File: config.mk
export PLATFORM = sky130hd
export DESIGN_NAME = hazard_fwd_unit_flat
export DESIGN_NICKNAME = d
export VERILOG_FILES = /design/src/rtl/hazard_fwd_unit_if.sv /design/src/rtl/hazard_fwd_unit.sv /design/src/flat_wrapper.sv
export SDC_FILE = /design/constraint.sdc
export NUM_CORES = 1
export LEC_CHECK = 0
export CAP_MARGIN = 15
export CORE_MARGIN = 2
export CORE_UTILIZATION = 36
export CTS_CLUSTER_SIZE = 25
export DETAILED_ROUTE_END_ITERATION = 12
export SYNTH_ARGS = -nofsm -noshare
export SYNTH_HDL_FRONTEND = slang
export SYNTH_SLANG_ARGS = --single-unit
File: constraint.sdc
create_clock -name clk -period 4.1 [get_ports clk]
set_clock_uncertainty 0.15 [all_clocks]
set_input_delay 0.82 -clock clk [delete_from_list [all_inputs] [get_ports clk]]
set_output_delay 0.82 -clock clk [all_outputs]
set_load 0.05 [all_outputs]
File: src/rtl/hazard_fwd_unit_if.sv
// hazard_fwd_unit_if
//   Bundles the ID-stage operand fields, the MEM branch decision and the
//   hazard/forwarding results exchanged with hazard_fwd_unit.
//   master : pipeline side (drives ID fields and mem_branch_taken)
//   slave  : hazard unit side (drives stall, flush, fwd_a/b, counters)
interface hazard_fwd_unit_if #(
    parameter int REG_AW = 5,
    parameter int DEPTH  = 3,
    parameter int CNT_W  = 16,
    parameter int SW     = $clog2(DEPTH + 1)
);
    logic              id_valid;
    logic [REG_AW-1:0] id_rs;
    logic [REG_AW-1:0] id_rt;
    logic              id_uses_rt;
    logic              id_regwrite;
    logic [REG_AW-1:0] id_rd;
    logic              id_memread;
    logic              mem_branch_taken;
    logic              stall;
    logic              flush;
    logic [SW-1:0]     fwd_a;
    logic [SW-1:0]     fwd_b;
    logic [CNT_W-1:0]  stall_cnt;
    logic [CNT_W-1:0]  flush_cnt;

    modport master (
        output id_valid, id_rs, id_rt, id_uses_rt, id_regwrite, id_rd,
               id_memread, mem_branch_taken,
        input  stall, flush, fwd_a, fwd_b, stall_cnt, flush_cnt
    );

    modport slave (
        input  id_valid, id_rs, id_rt, id_uses_rt, id_regwrite, id_rd,
               id_memread, mem_branch_taken,
        output stall, flush, fwd_a, fwd_b, stall_cnt, flush_cnt
    );
endinterface

File: src/rtl/hazard_fwd_unit.sv
// hazard_fwd_unit
//   Hazard control for the five-stage pipeline. A DEPTH-entry shift register
//   tracks in-flight destinations (entry 1 = EX, 2 = MEM, 3 = WB). From it the
//   unit derives the load-use stall, the branch flush and registered EX
//   forwarding selects, plus saturating stall/flush event counters.
//   Ports:
//     clk  - clock, rising edge
//     rst  - asynchronous active-high reset
//     bus  - hazard_fwd_unit_if.slave: ID operand fields, mem_branch_taken in;
//            stall, flush (combinational), fwd_a, fwd_b (registered),
//            stall_cnt, flush_cnt out
module hazard_fwd_unit #(
    parameter int REG_AW      = 5,
    parameter int DEPTH       = 3,
    parameter int FLUSH_DEPTH = 1,
    parameter int CNT_W       = 16,
    parameter int SW          = $clog2(DEPTH + 1)
) (
    input  logic                   clk,
    input  logic                   rst,
    hazard_fwd_unit_if.slave       bus
);

    typedef struct packed {
        logic              v;
        logic              wr;
        logic              ld;
        logic [REG_AW-1:0] rd;
    } entry_t;

    entry_t           sb [1:DEPTH];
    logic [DEPTH:1]   match_rs;
    logic [DEPTH:1]   match_rt;
    logic [SW-1:0]    sel_a;
    logic [SW-1:0]    sel_b;
    logic             hazard;
    logic             stall;
    logic             flush;
    logic             issue;
    logic [SW-1:0]    fwd_a_q;
    logic [SW-1:0]    fwd_b_q;
    logic [CNT_W-1:0] stall_cnt_q;
    logic [CNT_W-1:0] flush_cnt_q;

    // Producer match per entry; register 0 is never a producer.
    always_comb begin
        // NOTE: every always_comb output gets a default first, so no path
        // leaves it unassigned and no latch is inferred.
        match_rs = '0;
        match_rt = '0;
        for (int k = 1; k <= DEPTH; k++) begin
            if (sb[k].v && sb[k].wr && (sb[k].rd != '0)) begin
                match_rs[k] = (sb[k].rd == bus.id_rs);
                match_rt[k] = bus.id_uses_rt && (sb[k].rd == bus.id_rt);
            end
        end
    end

    // Nearest producer wins: scan from the oldest entry down so the lowest
    // matching index is the last assignment.
    always_comb begin
        sel_a = '0;
        sel_b = '0;
        for (int k = DEPTH; k >= 1; k--) begin
            if (match_rs[k]) sel_a = SW'(k);
            if (match_rt[k]) sel_b = SW'(k);
        end
    end

    // A load only blocks when it sits in EX; further back its data is on a bus.
    assign hazard = bus.id_valid && sb[1].ld && (match_rs[1] || match_rt[1]);
    assign flush  = bus.mem_branch_taken;
    assign stall  = hazard && !flush;   // flush squashes the stalled instruction anyway
    assign issue  = bus.id_valid && !stall && !flush;

    // Scoreboard shift and forwarding select registers.
    always_ff @(posedge clk or posedge rst) begin
        if (rst) begin
            // NOTE: the scoreboard is reset (not left to fill with bubbles)
            // because stale valid bits would raise false stalls after reset.
            for (int k = 1; k <= DEPTH; k++) sb[k] <= '0;
            fwd_a_q <= '0;
            fwd_b_q <= '0;
        end else begin
            // NOTE: non-blocking assignments make every entry sample its
            // neighbour's pre-edge value, giving a true shift register.
            for (int k = DEPTH; k >= 2; k--) begin
                // Younger entries 1..FLUSH_DEPTH land in 2..FLUSH_DEPTH+1 as
                // bubbles; the branch itself (in MEM) keeps shifting.
                if (flush && (k <= FLUSH_DEPTH + 1)) sb[k] <= '0;
                else                                 sb[k] <= sb[k-1];
            end
            if (issue) begin
                sb[1]   <= '{v: 1'b1, wr: bus.id_regwrite, ld: bus.id_memread, rd: bus.id_rd};
                fwd_a_q <= sel_a;
                fwd_b_q <= sel_b;
            end else begin
                sb[1]   <= '0;
                fwd_a_q <= '0;
                fwd_b_q <= '0;
            end
        end
    end

    // Saturating event counters.
    always_ff @(posedge clk or posedge rst) begin
        if (rst) begin
            stall_cnt_q <= '0;
            flush_cnt_q <= '0;
        end else begin
            if (stall && (stall_cnt_q != '1)) stall_cnt_q <= stall_cnt_q + 1'b1;
            if (flush && (flush_cnt_q != '1)) flush_cnt_q <= flush_cnt_q + 1'b1;
        end
    end

    assign bus.stall     = stall;
    assign bus.flush     = flush;
    assign bus.fwd_a     = fwd_a_q;
    assign bus.fwd_b     = fwd_b_q;
    assign bus.stall_cnt = stall_cnt_q;
    assign bus.flush_cnt = flush_cnt_q;

endmodule

File: src/flat_wrapper.sv
// flat-port wrapper written by rule: the top's interface ports become plain ports
module hazard_fwd_unit_flat 
#(
    parameter int REG_AW      = 5,
    parameter int DEPTH       = 3,
    parameter int FLUSH_DEPTH = 1,
    parameter int CNT_W       = 16,
    parameter int SW          = $clog2(DEPTH + 1)
)
  (clk, rst, bus_id_valid, bus_id_rs, bus_id_rt, bus_id_uses_rt, bus_id_regwrite, bus_id_rd, bus_id_memread, bus_mem_branch_taken, bus_stall, bus_flush, bus_fwd_a, bus_fwd_b, bus_stall_cnt, bus_flush_cnt);
  hazard_fwd_unit_if #(.REG_AW(REG_AW), .DEPTH(DEPTH), .CNT_W(CNT_W), .SW(SW)) bus_i ();
  input  logic clk;
  input  logic rst;
  input wire logic [$bits(bus_i.id_valid)-1:0] bus_id_valid;
  input wire logic [$bits(bus_i.id_rs)-1:0] bus_id_rs;
  input wire logic [$bits(bus_i.id_rt)-1:0] bus_id_rt;
  input wire logic [$bits(bus_i.id_uses_rt)-1:0] bus_id_uses_rt;
  input wire logic [$bits(bus_i.id_regwrite)-1:0] bus_id_regwrite;
  input wire logic [$bits(bus_i.id_rd)-1:0] bus_id_rd;
  input wire logic [$bits(bus_i.id_memread)-1:0] bus_id_memread;
  input wire logic [$bits(bus_i.mem_branch_taken)-1:0] bus_mem_branch_taken;
  output wire logic [$bits(bus_i.stall)-1:0] bus_stall;
  output wire logic [$bits(bus_i.flush)-1:0] bus_flush;
  output wire logic [$bits(bus_i.fwd_a)-1:0] bus_fwd_a;
  output wire logic [$bits(bus_i.fwd_b)-1:0] bus_fwd_b;
  output wire logic [$bits(bus_i.stall_cnt)-1:0] bus_stall_cnt;
  output wire logic [$bits(bus_i.flush_cnt)-1:0] bus_flush_cnt;
  assign bus_i.id_valid = bus_id_valid;
  assign bus_i.id_rs = bus_id_rs;
  assign bus_i.id_rt = bus_id_rt;
  assign bus_i.id_uses_rt = bus_id_uses_rt;
  assign bus_i.id_regwrite = bus_id_regwrite;
  assign bus_i.id_rd = bus_id_rd;
  assign bus_i.id_memread = bus_id_memread;
  assign bus_i.mem_branch_taken = bus_mem_branch_taken;
  assign bus_stall = bus_i.stall;
  assign bus_flush = bus_i.flush;
  assign bus_fwd_a = bus_i.fwd_a;
  assign bus_fwd_b = bus_i.fwd_b;
  assign bus_stall_cnt = bus_i.stall_cnt;
  assign bus_flush_cnt = bus_i.flush_cnt;
  hazard_fwd_unit #(.REG_AW(REG_AW), .DEPTH(DEPTH), .FLUSH_DEPTH(FLUSH_DEPTH), .CNT_W(CNT_W), .SW(SW)) u_core (.clk(clk), .rst(rst), .bus(bus_i));
endmodule
==> run metrics, run 1 <==
# DRC=0; Hold Crit Start=u_core.sb[14]; postcts setup bufs=0; synthesis-stage register bit count=58; area grow syn2layout=35.7%; Cells after Synth=245; reg2reg start=u_core.sb[16]; Final nets=337; DIE AREA=8410 sq um; clock sink count=58; H-Tree Depth=3; Pre-Repair DR Iteration Count=5; final setup fails=0; Crit Path Class=input port to output pin; async set or reset register ratio after synthesis=100%; worst slack at placement=0.707 ns; number of hold buffers added after CTS=0; RSZ-0062 raised after global routing=no; Max Buffers Root-to-Sink=2; first-pass GRT wire length=10300 um; CP endpoint=bus_stall; Site Rows=31; Port Buffers=59; crit path launch=bus_id_rt[4]; largest net degree at the start of global routing=34; Critical Path AT=2.43 ns; GPL Wtd Cong=0.830; combinational group share of total power=18.8%; Syn Nets=269; TritonCTS clock tree=yes; share of cells above drive strength 1=9.12%; Post-DRT Antenna Nets=0; die height=91.7 um; Max IR drop VDD=0.586 mV; hpwl dp=4480 um; cell-by-cell listing of the critical path=clkdlybuf4s50_1, xor2_1, nor4_2, nand3_2, a21oi_2, buf_12; Tcrit/Tclk final=83.0%; Net Sw Frac=27.8%; final hold vios=0; initial core utilization=37.8%; internal power=1220 uW; CTS root buffer=clkbuf_8; initial antenna violation count=0; I/O Pins=60; capture point of the worst reg-to-reg path=u_core.bus.stall_cnt[1]; EDFF count, synth=0; Iteration-0 DRC Markers=60; register share of total power=40.0%; WL per Instance=14.3 um; Core Area=7330 sq um; worst hold slack=0.223 ns; Resize count post-CTS=0; leakage=0.00156 uW; overflow left after global routing=0; r2r worst-path depth=7; reg-to-reg slack, setup=1.67 ns; critical-path maximum fanout=3; clk slew on worst S/H paths=0.06 ns; Global Route Usage Sum=15.4%; most frequent cells in the layout=clkdlybuf4s50_1 (58), dfrtp_1 (58), xnor2_1 (42); n_diodes=0; Peak Freq=294 MHz; max incr delay on CP=0.50 ns; Die W=91.7 um; total CTS buffers=9; Syn Area/Cell=11.3 sq um; Clock Power Share=41.2%; via count=2008; WP data required=3.13 ns; Yosys cell types=37; startpoint class of the critical path=input port; vias in the first global route=2105; Power Dens Cells=449 nW/um^2; outcome=complete, no violations; final WL=5970 um; Worst setup EP type=output pin; Synth Flop Type=dfrtp_1; Post-Syn Area=2770 sq um; CP max stage cell=clkdlybuf4s50_1; measured slew at the worst slew-check pin=0.677 ns; Clk Latency, worst-skew pair=0.32 ns; Tightest Hold Check Type=flop to flop; vias per cell=4.82; minimum clock period=3.40 ns; sequential area share after synthesis=52.4%; Ys Warns=0; Final Slew Violations=0; Final Worst Setup Slack=0.699 ns; max cap viols=0; final setup TNS=0 ns; Total Power=1690 uW; Slew headroom=54.5%; post-layout util=51.2%; Psw=470 uW
## area by class of cell
| type | instances | area, sq um |
|---|---|---|
| fill | 651 | 3570 |
| inverter | 2 | 7.51 |
| timing repair buffer | 62 | 623 |
| clock buffer | 11 | 141 |
| tap | 99 | 124 |
| clock inverter | 5 | 125 |
| multi-input combinational | 180 | 1280 |
| sequential | 58 | 1450 |
## cells by family (layout without fill, tap and decap cells)
group           count (synthesis)  count (layout)  synth area share (%)
simple gates                  106             106                  22.2
xor+xnor                       58              58                  18.4
flops                          58              58                  52.4
compound gates                 11              11                  3.75
buf+inv                         7              80                  1.18
mux                             3               3                  1.22
fa+ha+maj                       2               2                 0.904
## power groups by stage
stage	Combinational, uW	Clock [uW]	Sequential, uW
after global routing	338	737	683
after global placement	317	0	682
final	317	696	675
after CTS	321	710	674
after detailed placement	321	0	681
after floorplan	93.5	0	781
## synthesized netlist by cell type (2+ instances only)
cell type	count	area share, %
clkbuf_1	2	0.27
nand3b_1	3	0.81
a21oi_1	2	0.36
nor2_1	9	1.2
buf_2	2	0.36
xnor2_1	42	13
dfrtp_1	58	52
mux2_1	2	0.81
nor2b_1	10	2.3
nand2_1	15	2.0
nand3_1	15	2.7
nand4_1	13	2.9
o21a_1	2	0.54
ha_1	2	0.90
nor3_1	7	1.3
and3_1	8	1.8
and4_1	4	1.3
or4_1	3	0.81
and2_1	10	2.3
o211ai_1	2	0.54
nor4_1	3	0.68
xor2_1	16	5.1
## state kept, by name (all words and copies together), names as in the netlist
name,count
u_core.sb,22
u_core.bus.flush_cnt,16
u_core.bus.stall_cnt,16
u_core.bus.fwd_a,2
u_core.bus.fwd_b,2
## how the worst min path moves through the flow
stage                   endpoint  slack, ns  depth (start not counted)
floorplan           u_core.sb[7]       0.20                          0
global placement    u_core.sb[6]       0.21                          0
detailed placement  u_core.sb[6]       0.21                          0
CTS                 u_core.sb[6]       0.22                          0
global route        u_core.sb[6]       0.24                          0
finish              u_core.sb[6]       0.22                          0
## worst max-delay path, delay by kind of cell
kind | cells | cell delay (ns)
compound gates | 1 | 0.26
xor+xnor | 1 | 0.19
buf+inv | 2 | 0.67
simple gates | 2 | 0.48
## routing by layer
layer | global-route usage (%) | wire, um | vias to the layer above | part of all wire [%]
met5 | 0 | 0 | - | 0
met4 | 6.06 | 95 | 0 | 1.6
met3 | 4.03 | 325 | 10 | 5.4
met2 | 24.3 | 2710 | 44 | 45
met1 | 20.4 | 2840 | 973 | 47
li1 | - | - | 981 | -
## metrics by stage
step           std cells  instance area [sq um]
4_1_cts              417                   3760
2_1_floorplan        245                   2770
5_1_grt              417                   3760
3_3_place_gp         401                   3490
3_5_place_dp         401                   3490
6_report             417                   3760
(Power assumes the default switching activity.)
==> run 2, diff against run 1 <==
==> constraint.sdc (replaced) <==
create_clock -name clk -period 3.1 [get_ports clk]
set_clock_uncertainty 0.15 [all_clocks]
set_input_delay 0.62 -clock clk [delete_from_list [all_inputs] [get_ports clk]]
set_output_delay 0.62 -clock clk [all_outputs]
set_load 0.05 [all_outputs]
==> run 2 against run 1 <==
  * Power is 15% higher
  * Cell count rose by 1.4%
  * Register-to-register slack got worse by 0.95 ns
  * Setup slack worse by 0.51 ns
  * Count of clock-buffer cells in the layout decreased by 1
  * Global-route usage fell by 0.15 points
  * Via count rose by 1.5%
  * Clock power down 10%
  * Hold slack improved by 0.012 ns
  * Routed wire length is 0.70% higher
  * Critical path depth unchanged
  * Final area down 0.83%
  * Highest routed layer unchanged
==> run metrics, run 2 (same netlist as run 1, synthesis figures left out) <==
CTS root buffer=clkbuf_8; Tightest Hold Check Type=flop to flop; Peak Freq=344 MHz; area grow syn2layout=34.6%; cell family with the largest share of critical-path delay=buffers and inverters; outcome=complete, no violations; max incr delay on CP=0.49 ns; hpwl dp=4530 um; WP depth=6; internal power=1290 uW; post-layout util=50.8%; Resize count post-CTS=0; register share of total power=45.8%; final setup fails=0; commonest non-fill, non-tap cell in the layout=dfrtp_1; postcts setup bufs=0; n_diodes=0; Critical Path AT=2.14 ns; first-pass GRT wire length=10300 um; area of the multi-input gates=1280 sq um; Pre-Repair DR Iteration Count=4; Hold Path Stages=0; CP max stage cell=clkdlybuf4s50_1; vias in the first global route=2136; cell-by-cell listing of the critical path=clkdlybuf4s50_1, xor2_1, nor4_2, nand3_2, a21oi_2, buf_12; Clk Latency, worst-skew pair=0.32 ns; Clock Power Share=32.2%; startpoint class of the critical path=input port; Worst setup EP type=output pin; total CTS buffers=9; Die W=91.7 um; Iteration-0 DRC Markers=90; fill count=670; Sequential cell area=1450 sq um; minimum clock period=2.91 ns; leakage=0.00154 uW; Final nets=343; clk slew on worst S/H paths=0.07 ns; Site Rows=31; Post-DRT Antenna Nets=0; Max Buffers Root-to-Sink=2; Crit path buffers/inverters=2; Port Buffers=59; measured slew at the worst slew-check pin=0.531 ns; initial antenna violation count=0; TritonCTS clock tree=yes; die height=91.7 um; largest register by flop count=u_core.sb; Net Sw Frac=33.6%; max FFs per register=22; vias per cell=4.82; largest net degree at the start of global routing=25; Slew headroom=64.5%; share of cells above drive strength 1=11.4%; via count=2039; Psw=652 uW; critical-path maximum fanout=3; WP data required=2.33 ns; Global Route Usage Sum=15.3%; overflow left after global routing=0; Final Slew Violations=0; # DRC=0; final hold vios=0; r2r worst-path depth=7; final setup TNS=0 ns; max cap viols=0; Core Area=7330 sq um; RSZ-0062 raised after global routing=no; Tcrit/Tclk final=93.9%; Power Dens Cells=521 nW/um^2; H-Tree Depth=3; GPL Wtd Cong=0.805; WL per Instance=14.2 um; Max IR drop VDD=0.589 mV; most frequent cells in the layout=dfrtp_1 (58), clkdlybuf4s50_1 (57), xnor2_1 (42); clock sink count=58; initial core utilization=37.8%; Crit Path Class=input port to output pin; I/O Pins=60; DIE AREA=8410 sq um; combinational group share of total power=22.0%; final WL=6010 um; number of hold buffers added after CTS=0
run 2: power by group through the flow:
stage | registers, uW | logic (uW) | clock network, uW
after floorplan | 1030 | 124 | 0
after global placement | 902 | 425 | 0
after detailed placement | 901 | 430 | 0
after CTS | 890 | 431 | 639
after global routing | 899 | 456 | 681
final | 888 | 427 | 625
run 2: metrics by stage:
step | worst slack [ns] | power (uW) | instances | instance area (sq um) | hold WS, ns
floorplan | 0.578 | 1160 | 245 | 2770 | 0.204
global placement | 0.187 | 1330 | 407 | 3540 | 0.214
detailed placement | 0.142 | 1330 | 407 | 3540 | 0.224
CTS | 0.164 | 1960 | 423 | 3720 | 0.240
global route | 0.118 | 2040 | 423 | 3720 | 0.261
finish | 0.190 | 1940 | 423 | 3720 | 0.235
run 2: layer usage:
metal,track usage [%],vias up,wire length (um)
li1,-,996,-
met1,20.7,987,2920
met2,23.7,47,2710
met3,4.35,9,300
met4,4.92,0,81
met5,0,-,0
run 2: area by class of cell:
| cell class | count | area share [%] |
|---|---|---|
| multi-input combinational | 180 | 34.5 |
| inverter | 2 | 0.202 |
| sequential | 58 | 39.0 |
| clock inverter | 6 | 1.14 |
| timing repair buffer | 68 | 18.2 |
| tap | 99 | 3.33 |
| clock buffer | 10 | 3.69 |
run 2: worst paths after layout:
kind                               startpoint                       end  slack [ns]
min in group asynchronous                 rst  u_core.bus.flush_cnt[12]        0.50
worst min register to register  u_core.sb[15]              u_core.sb[7]        0.24
max in group asynchronous                 rst              u_core.sb[0]        1.64
worst max register to register  u_core.sb[16]   u_core.bus.stall_cnt[1]        0.72
worst max-delay path             bus_id_rt[2]                 bus_stall        0.19
worst min-delay path            u_core.sb[15]              u_core.sb[7]        0.24
